### src/rtl/wb_stage_pkg.sv
// Shared write-back definitions: bus widths, write-enable levels and the
// lane / late-result record layouts used by wb_stage and its late queue.
package wb_stage_pkg;

  localparam int unsigned InstAddrBus = 32;
  localparam int unsigned RegAddrBus  = 5;
  localparam int unsigned RegBus      = 32;

  localparam logic WriteEnable  = 1'b1;
  localparam logic WriteDisable = 1'b0;

  localparam logic [RegBus-1:0] ZeroWord = '0;

  // One registered memory-stage lane.
  typedef struct packed {
    logic                   valid;
    logic                   we;
    logic [InstAddrBus-1:0] pc;
    logic [RegAddrBus-1:0]  waddr;
    logic [RegBus-1:0]      wdata;
  } lane_t;

  // One long-latency result as stored in the late queue.
  typedef struct packed {
    logic [InstAddrBus-1:0] pc;
    logic [RegAddrBus-1:0]  waddr;
    logic [RegBus-1:0]      wdata;
  } late_t;

  localparam int unsigned LateWidth = $bits(late_t);

  // Builds the next lane register value; a flush turns the lane into a bubble
  // that neither writes nor counts as retired.
  function automatic lane_t lane_capture(input logic                   valid,
                                         input logic                   we,
                                         input logic [InstAddrBus-1:0] pc,
                                         input logic [RegAddrBus-1:0]  waddr,
                                         input logic [RegBus-1:0]      wdata,
                                         input logic                   flush);
    lane_t l;
    l.valid = valid & ~flush;
    l.we    = valid & we & (waddr != '0) & ~flush;
    l.pc    = pc;
    l.waddr = waddr;
    l.wdata = wdata;
    return l;
  endfunction

endpackage

### src/rtl/sync_fifo.sv
// Synchronous FIFO with registered occupancy count. DEPTH must be a power of
// two so the read/write pointers wrap naturally.
module sync_fifo #(
  parameter int unsigned WIDTH = 69,
  parameter int unsigned DEPTH = 2,
  localparam int unsigned PtrW = (DEPTH > 1) ? $clog2(DEPTH) : 1,
  localparam int unsigned CntW = $clog2(DEPTH + 1)
) (
  input  logic             clk,
  input  logic             rst,
  input  logic             push,
  input  logic [WIDTH-1:0] wdata,
  input  logic             pop,
  output logic [WIDTH-1:0] rdata,
  output logic             full,
  output logic             empty,
  output logic [CntW-1:0]  count
);

  logic [WIDTH-1:0] mem_q [DEPTH];
  logic [PtrW-1:0]  wr_ptr_q, rd_ptr_q;
  logic [CntW-1:0]  count_q;
  logic             do_push, do_pop;

  // Qualify requests against the registered state so overflow/underflow is impossible.
  always_comb begin
    full    = (count_q == CntW'(DEPTH));
    empty   = (count_q == '0);
    do_push = push & ~full;
    do_pop  = pop & ~empty;
    rdata   = mem_q[rd_ptr_q];
    count   = count_q;
  end

  // Pointer and occupancy bookkeeping.
  always_ff @(posedge clk) begin
    if (rst) begin
      wr_ptr_q <= '0;
      rd_ptr_q <= '0;
      count_q  <= '0;
    end else begin
      if (do_push) wr_ptr_q <= wr_ptr_q + PtrW'(1);
      if (do_pop)  rd_ptr_q <= rd_ptr_q + PtrW'(1);
      unique case ({do_push, do_pop})
        2'b10:   count_q <= count_q + CntW'(1);
        2'b01:   count_q <= count_q - CntW'(1);
        default: count_q <= count_q;
      endcase
    end
  end

  // Storage; contents are don't-care until written.
  always_ff @(posedge clk) begin
    if (do_push) mem_q[wr_ptr_q] <= wdata;
  end

endmodule

### src/rtl/wb_stage.sv
// Dual-lane write-back stage. Registers both memory-stage lanes and slips
// queued long-latency (divider) results into whichever register-file port
// the lanes leave idle, lane 1 first, at most one per cycle.
module wb_stage
  import wb_stage_pkg::*;
#(
  parameter int unsigned FIFO_DEPTH = 2
) (
  input  logic                   clk,
  input  logic                   rst,

  input  logic                   valid_i_1,
  input  logic [InstAddrBus-1:0] pc_i_1,
  input  logic                   we_i_1,
  input  logic [RegAddrBus-1:0]  waddr_i_1,
  input  logic [RegBus-1:0]      wdata_i_1,

  input  logic                   valid_i_2,
  input  logic [InstAddrBus-1:0] pc_i_2,
  input  logic                   we_i_2,
  input  logic [RegAddrBus-1:0]  waddr_i_2,
  input  logic [RegBus-1:0]      wdata_i_2,

  input  logic                   flush,

  input  logic                   late_valid,
  input  logic [InstAddrBus-1:0] late_pc,
  input  logic [RegAddrBus-1:0]  late_waddr,
  input  logic [RegBus-1:0]      late_wdata,
  output logic                   late_ready,

  output logic [InstAddrBus-1:0] pc_o_1,
  output logic                   we_o_1,
  output logic [RegAddrBus-1:0]  waddr_o_1,
  output logic [RegBus-1:0]      wdata_o_1,

  output logic [InstAddrBus-1:0] pc_o_2,
  output logic                   we_o_2,
  output logic [RegAddrBus-1:0]  waddr_o_2,
  output logic [RegBus-1:0]      wdata_o_2,

  output logic [1:0]             late_cnt,
  output logic [31:0]            commit_cnt
);

  localparam int unsigned CntW = $clog2(FIFO_DEPTH + 1);

  lane_t lane1_d, lane1_q, lane2_d, lane2_q;
  late_t late_in, late_head;
  logic  q_push, q_pop, q_full, q_empty;
  logic [CntW-1:0] q_count;
  logic [31:0] commit_q;

  // Next lane values, flush applied.
  always_comb begin
    lane1_d = lane_capture(valid_i_1, we_i_1, pc_i_1, waddr_i_1, wdata_i_1, flush);
    lane2_d = lane_capture(valid_i_2, we_i_2, pc_i_2, waddr_i_2, wdata_i_2, flush);
  end

  // Lane registers and retired-lane counter; the counter already includes the
  // lanes currently held in the lane registers.
  always_ff @(posedge clk) begin
    if (rst) begin
      lane1_q  <= '0;
      lane2_q  <= '0;
      commit_q <= '0;
    end else begin
      lane1_q  <= lane1_d;
      lane2_q  <= lane2_d;
      commit_q <= commit_q + 32'(lane1_d.valid) + 32'(lane2_d.valid);
    end
  end

  // Results targeting r0 are accepted but never queued.
  always_comb begin
    late_in.pc    = late_pc;
    late_in.waddr = late_waddr;
    late_in.wdata = late_wdata;
    q_push        = late_valid & late_ready & (late_waddr != '0);
  end

  sync_fifo #(
    .WIDTH (LateWidth),
    .DEPTH (FIFO_DEPTH)
  ) u_late_q (
    .clk   (clk),
    .rst   (rst),
    .push  (q_push),
    .wdata (late_in),
    .pop   (q_pop),
    .rdata (late_head),
    .full  (q_full),
    .empty (q_empty),
    .count (q_count)
  );

  // Port muxing: registered lanes first, queue head fills the first idle port.
  // Only registered state feeds this, so a push never bypasses to the outputs.
  always_comb begin
    q_pop     = 1'b0;
    we_o_1    = WriteDisable;
    pc_o_1    = ZeroWord;
    waddr_o_1 = '0;
    wdata_o_1 = ZeroWord;
    we_o_2    = WriteDisable;
    pc_o_2    = ZeroWord;
    waddr_o_2 = '0;
    wdata_o_2 = ZeroWord;

    if (lane1_q.we) begin
      we_o_1    = WriteEnable;
      pc_o_1    = lane1_q.pc;
      waddr_o_1 = lane1_q.waddr;
      wdata_o_1 = lane1_q.wdata;
    end
    if (lane2_q.we) begin
      we_o_2    = WriteEnable;
      pc_o_2    = lane2_q.pc;
      waddr_o_2 = lane2_q.waddr;
      wdata_o_2 = lane2_q.wdata;
    end

    if (!q_empty) begin
      if (!lane1_q.we) begin
        q_pop     = 1'b1;
        we_o_1    = WriteEnable;
        pc_o_1    = late_head.pc;
        waddr_o_1 = late_head.waddr;
        wdata_o_1 = late_head.wdata;
      end else if (!lane2_q.we) begin
        q_pop     = 1'b1;
        we_o_2    = WriteEnable;
        pc_o_2    = late_head.pc;
        waddr_o_2 = late_head.waddr;
        wdata_o_2 = late_head.wdata;
      end
    end
  end

  // Status outputs; readiness comes from the registered count only.
  always_comb begin
    late_ready = ~q_full;
    late_cnt   = q_count[1:0];
    commit_cnt = commit_q;
  end

endmodule

### config.mk
export PLATFORM = sky130hd
export DESIGN_NAME = wb_stage
export DESIGN_NICKNAME = d
export VERILOG_FILES = /design/src/rtl/wb_stage_pkg.sv /design/src/rtl/sync_fifo.sv /design/src/rtl/wb_stage.sv
export SDC_FILE = /design/constraint.sdc
export NUM_CORES = 1
export LEC_CHECK = 0
export CAP_MARGIN = 20
export CORE_ASPECT_RATIO = 0.9
export CORE_UTILIZATION = 41
export CTS_CLUSTER_DIAMETER = 150
export DETAILED_ROUTE_END_ITERATION = 8
export HOLD_SLACK_MARGIN = 0.03
export PLACE_DENSITY = 0.76
export SLEW_MARGIN = 20
export SYNTH_ARGS = -nofsm -noshare
export SYNTH_HDL_FRONTEND = slang
export SYNTH_SLANG_ARGS = --single-unit
### constraint.sdc
create_clock -name clk -period 4.4 [get_ports clk]
set_input_delay 0.88 -clock clk [delete_from_list [all_inputs] [get_ports clk]]
set_output_delay 0.88 -clock clk [all_outputs]
set_load 0.02 [all_outputs]
# --- After elaboration in Yosys (flattened, before gate mapping) ---
# Memories as Yosys holds them, arrays and structs flattened. A register that Yosys moved wholly into a read port is not among the register bits.
# Index checks and enable logic that the tools add are counted.
totals:
  reg_bits: 176
  ram_bits: 138
  in_bits: 215
  out_inout_bits: 175
  word_cells: 78
  mem_count: 1
op_classes:
  add_sub_neg: 6
  eq_ne: 3
  mux: 36
  n_bitwise: 15
  reduce_logical: 5
memory_table:
  columns: ["name", "words", "word_bits", "read_ports", "rd_clocked_by_memory_dff", "wr", "line_no", "rtl"]
  rows:
  - ["u_late_q.mem_q", 2, 69, 1, 1, 1, "sync_fifo.sv:20", "logic [WIDTH-1:0] mem_q [DEPTH];"]
op_table:
  columns: ["cell", "count"]
  rows:
  - ["32-bit 2-to-1 mux", 14]
  - ["32-bit by 1-bit adder with 32-bit output", 2]
  - ["5-bit 2-to-1 mux", 7]
  - ["5-bit nonzero test", 3]
  - ["1-bit 2-to-1 mux", 14]
  - ["1-bit AND", 12]
  - ["2-bit == test, second input constant", 2]
  - ["2-bit one-hot mux with 2 select lines", 1]
  - ["1-bit inverter", 3]
  - ["1-bit adder, second input constant", 2]
  - ["2-bit by 1-bit adder with 2-bit output, second input constant", 1]
  - ["2-bit by 1-bit == test with 1-bit output, second input constant", 1]
  - ["2-bit zero test", 1]
  - ["2-bit nonzero test", 1]
  - ["2-bit by 1-bit subtractor with 2-bit output, second input constant", 1]

# --- Depth between registers and ports, before layout ---
logic_depth:
  ltp_word: 7
  mapped_depth: 9
  depth_no_buf: 7

# --- By module ---
# From an unflattened synthesis, not the netlist that was laid out.
unflattened:
  hier_cells: 898
  hier_area_um2: 11876.4
by_module_without_submodules:
  columns: ["mod", "instances", "cells_per_inst", "area_per_inst_um2", "seq_area_each_um2"]
  rows:
  - ["wb_stage", 1, 657, 6686.4, 3443.3]
  - ["sync_fifo", 1, 241, 5190.0, 4244.1]

# --- Least setup slack after synthesis ---
# Ideal clock, no wire load.
synth_timing:
  path_kind: "input port to flip-flop"
  start: "in late_waddr[3]"
  end: "mem u_late_q.mem_q[0][0] (enable)"
  setup_ns: 0.497
  arrival_ns: 4.036
  path_slack_ns: -0.133
  path_stages: 3
  path_buffers: 0
  path_cell_list: "or4_1 > o211ai_1 > nor2_1"
synth_via:
  elab_chain_len: 5
synth_rtl:
  columns: ["element", "line_no", "rtl"]
  rows:
  - ["from (decl)", "wb_stage.sv:28", "input logic [RegAddrBus-1:0] late_waddr,"]
  - ["5-bit nonzero test", "wb_stage.sv:79", "q_push = late_valid & late_ready & (late_waddr != '0);"]
  - ["1-bit AND", "wb_stage.sv:79", null]
  - ["1-bit AND", "sync_fifo.sv:29", "do_push = push & ~full;"]
  - ["1-bit 2-to-1 mux", "sync_fifo.sv:54", "if (do_push) mem_q[wr_ptr_q] <= wdata;"]
  - ["1-bit 2-to-1 mux (implied by the code)", "sync_fifo.sv:54", null]
  - ["to (decl)", "sync_fifo.sv:20", null]
# Every way passes these cells.

# --- Worst setup path after layout ---
layout_timing:
  start: "reg u_late_q.count_q[0], in the netlist u_late_q.count[0]"
  end: "out pc_o_2[25]"
layout_via:
  elab_chain_len: 2
layout_rtl:
  columns: ["element", "line_no", "rtl"]
  rows:
  - ["from (decl)", "sync_fifo.sv:22", "logic [CntW-1:0] count_q;"]
  - ["from (signal assigned)", "sync_fifo.sv:45", "2'b10: count_q <= count_q + CntW'(1);"]
  - ["from (signal assigned)", "sync_fifo.sv:46", "2'b01: count_q <= count_q - CntW'(1);"]
  - ["from (signal assigned)", "sync_fifo.sv:47", "default: count_q <= count_q;"]
  - ["2-bit zero test", "sync_fifo.sv:28", "empty = (count_q == '0);"]
  - ["32-bit 2-to-1 mux", "wb_stage.sv:123", "if (!q_empty) begin"]
  - ["to (decl)", "wb_stage.sv:37", "output logic [InstAddrBus-1:0] pc_o_2,"]
# Every way passes these cells.

==> flow_summary_export.csv <==
group,metric,value,unit
global_route,grt_overflow_total,0,
synth,synth_edf_count,138,
timing,timing.final.max_slew_violations,0,
timing,post-route-period-util,89.8,%
floorplanning,initial_core_util,41.8,%
worst_setup_path,crit_type,"reg2out",
synth,synth_cells,1026,
drt,vias,8943,
pwr,design_power_total,8.19,mW
timing,hold_viol,0,
drt,final_antenna_net_count,0,
drt,dr.pass1.iters,5,
synth,yosys_warnings,0,
drt,drc,0,
synth,synth_top_area_share,35.4,%
worst_setup_path,cp.arrival,3070,ps
timing,setup_tns,0,ps
clock_tree,cts_resized,0,
floorplanning,die_x,180,µm
synth,synth_area_per_cell,11.4,µm²
floorplanning,fp.dieH,162,µm
final_layout,final_common_cell,"clkdlybuf4s50_1",
timing,layout_min_cycle_time,3950,ps
synth,yosysSeqAreaShare,65.6,%
floorplanning,rows,58,
global_route,groute.usage.overall,22.6,%
clock_tree,clockBufferDepth,3,
worst_setup_path,crit_fanout,45,
final_layout,drive_above_1_share,5.13,%
flow_run,cap_violations,0,
timing,hold-worst-slack,490,ps
timing,setup_viol,0,
drt,vias_per_cell,5.02,
synth,yosys.area.top_type,"edfxtp_1",
synth,synth-xor-area-share,1.20,%
synth,ys_async_sr_fraction,0,%
synth,synth_compound_area_share,7.80,%
floorplanning,io_pins,390,
drt,post_drt_wl_per_cell,18.9,µm
clock_tree,cts-root-buf,"clkbuf_16",
timing,fmax,253,MHz
timing,rsz0062_at_grt,"false",
drt,drtIter0Drc,534,
synth,synth.net_count,1244,
global_route,grt_pass1_wl,50.8,mm
pwr,p_leak,5.89,nW
clock_tree,h-tree-depth,2,
synth,yosys.area_share.simple,16.6,%
global_route,grt_pass1_vias,8832,
clock_tree,cts_setup_buffers,0,
synth,synth_top_family_by_area,"simple AND/OR/NAND/NOR gates",
worst_setup_path,cp.required,3520,ps
worst_setup_path,cp-start-kind,"register",
placement,io_buffer_count,389,
timing,slew_headroom,33.7,%
synth,synth.area.top_cells,"edfxtp_1 (35%), dfxtp_1 (30%), nor2b_1 (7.7%), o21ai_0 (6.1%), mux2i_1 (5.9%)",
run_status,status,"finished, final reports clean",
clock_tree,clk_latency,500,ps
global_route,grt_max_degree,120,
final_layout,layout_common_cells,"clkdlybuf4s50_1 (388), dfxtp_1 (174), nand2_1 (146)",
clock_tree,path_clk_slew,60,ps
synth,synth_ff_type,"dfxtp_1",
clock_tree,cts_tree,"yes",
drt,finalWirelength,33.8,mm
placement,dp_hpwl,23.1,mm
floorplanning,core,28000,µm²
worst_hold_path,hp-class,"reg2reg",
final_layout,layout.nets,1614,
clock_tree,cts_buffers,35,
pwr,power.density,480,nW/µm²
synth,ys_ff_latch,315,
clock_tree,clock-sinks,315,
synth,synth_mux_area_share,6.09,%
timing,tightest_slew,994,ps
synth,ys_types,35,
final_layout,areaGrowthSynthToFinish,45.6,%
synth,synth_area,11700,µm²
timing,fin_skew,9.68,ps
global_route,antenna_found_initial,2,
synth,synth_fa_ha_area_share,0.384,%
worst_setup_path,end_kind,"primary output",
pwr,vdd_drop_max,0.000341,V
floorplanning,dieArea,29300,µm²
placement,place.gp.congestion,0.846,
clock_tree,ctsHoldBuffers,0,
-- Yosys cell counts, drive strengths merged (3+ instances only) --
cell type / number
a21oi: 18
and4: 3
buf: 4
clkbuf: 62
dfxtp: 177
edfxtp: 138
inv: 6
mux2i: 69
nand2: 146
nand3: 11
nand4: 7
nor2: 26
nor2b: 144
nor4: 3
o21ai: 143
o31ai: 11
or2: 5
or3: 5
or4: 15
xnor2: 9
xor2: 7
-- flip-flops by register name, summed over array words and instances (netlist names), named ones only --
register           count
u_late_q.mem_q       138
lane1_q               70
lane2_q               70
commit_cnt            32
u_late_q.count         2
u_late_q.rd_ptr_q      1
u_late_q.wr_ptr_q      1
-- worst max-delay path: stages (launching register included) --
cell and delay [ps]:
dfxtp_1 370, o21ai_0 220, or2_2 810, buf_4 450, o21ai_0 160, clkdlybuf4s50_1 550
-- where the power goes --
part / switching, mW / internal, mW
clock network: 1.11 / 1.67
logic: 1.05 / 0.875
registers: 0.114 / 3.36
total: 2.28 / 5.91
-- path summary, 6_finish.rpt --
path                      from             end  slack [ps]  cells after the start
min             commit_cnt[31]  commit_cnt[31]         490                      2
max reg2reg      commit_cnt[0]  commit_cnt[22]        2010                      6
max          u_late_q.count[0]      pc_o_2[25]         450                      5
min reg2reg     commit_cnt[31]  commit_cnt[31]         490                      2
-- layer usage --
metal,track usage [%],part of all wire (%),wire [µm],vias to the layer above
li1,-,-,-,4285
met1,27.6,41,13800,4240
met2,38.7,48,16300,353
met3,6.13,8.0,2720,63
met4,8.12,2.9,973,2
met5,0,0.033,11,-
-- logic make-up after synthesis --
family,count (synthesis)
AO/OA/AOI/OAI,175
AND/OR/NAND/NOR,374
XOR/XNOR,16
flip-flops,315
multiplexers,71
buffers and inverters,72
adder cells (fa/ha/maj),3
-- area by class of cell --
class                           count  area [µm²]
Multi-Input combinational cell    639        3770
Timing Repair Buffer              399        4020
Clock buffer                       42         965
Tap cell                          360         450
Fill cell                        2259       10900
Antenna cell                        1        2.50
Clock inverter                     21         141
Sequential cell                   315        7690
Inverter                            6        22.5
-- stage by stage --
step                      instances  utilization [%]  worst slack, ps  area (µm²)
after floorplan                1026                -             -133       11700
after global placement         1719             57.0              872       16000
after detailed placement       1719             57.0              791       16000
after CTS                      1782             60.9              406       17100
after global routing           1782             60.9              232       17100
final                          1783             60.9              448       17100
Note: power is estimated with default switching activity, not from simulation.
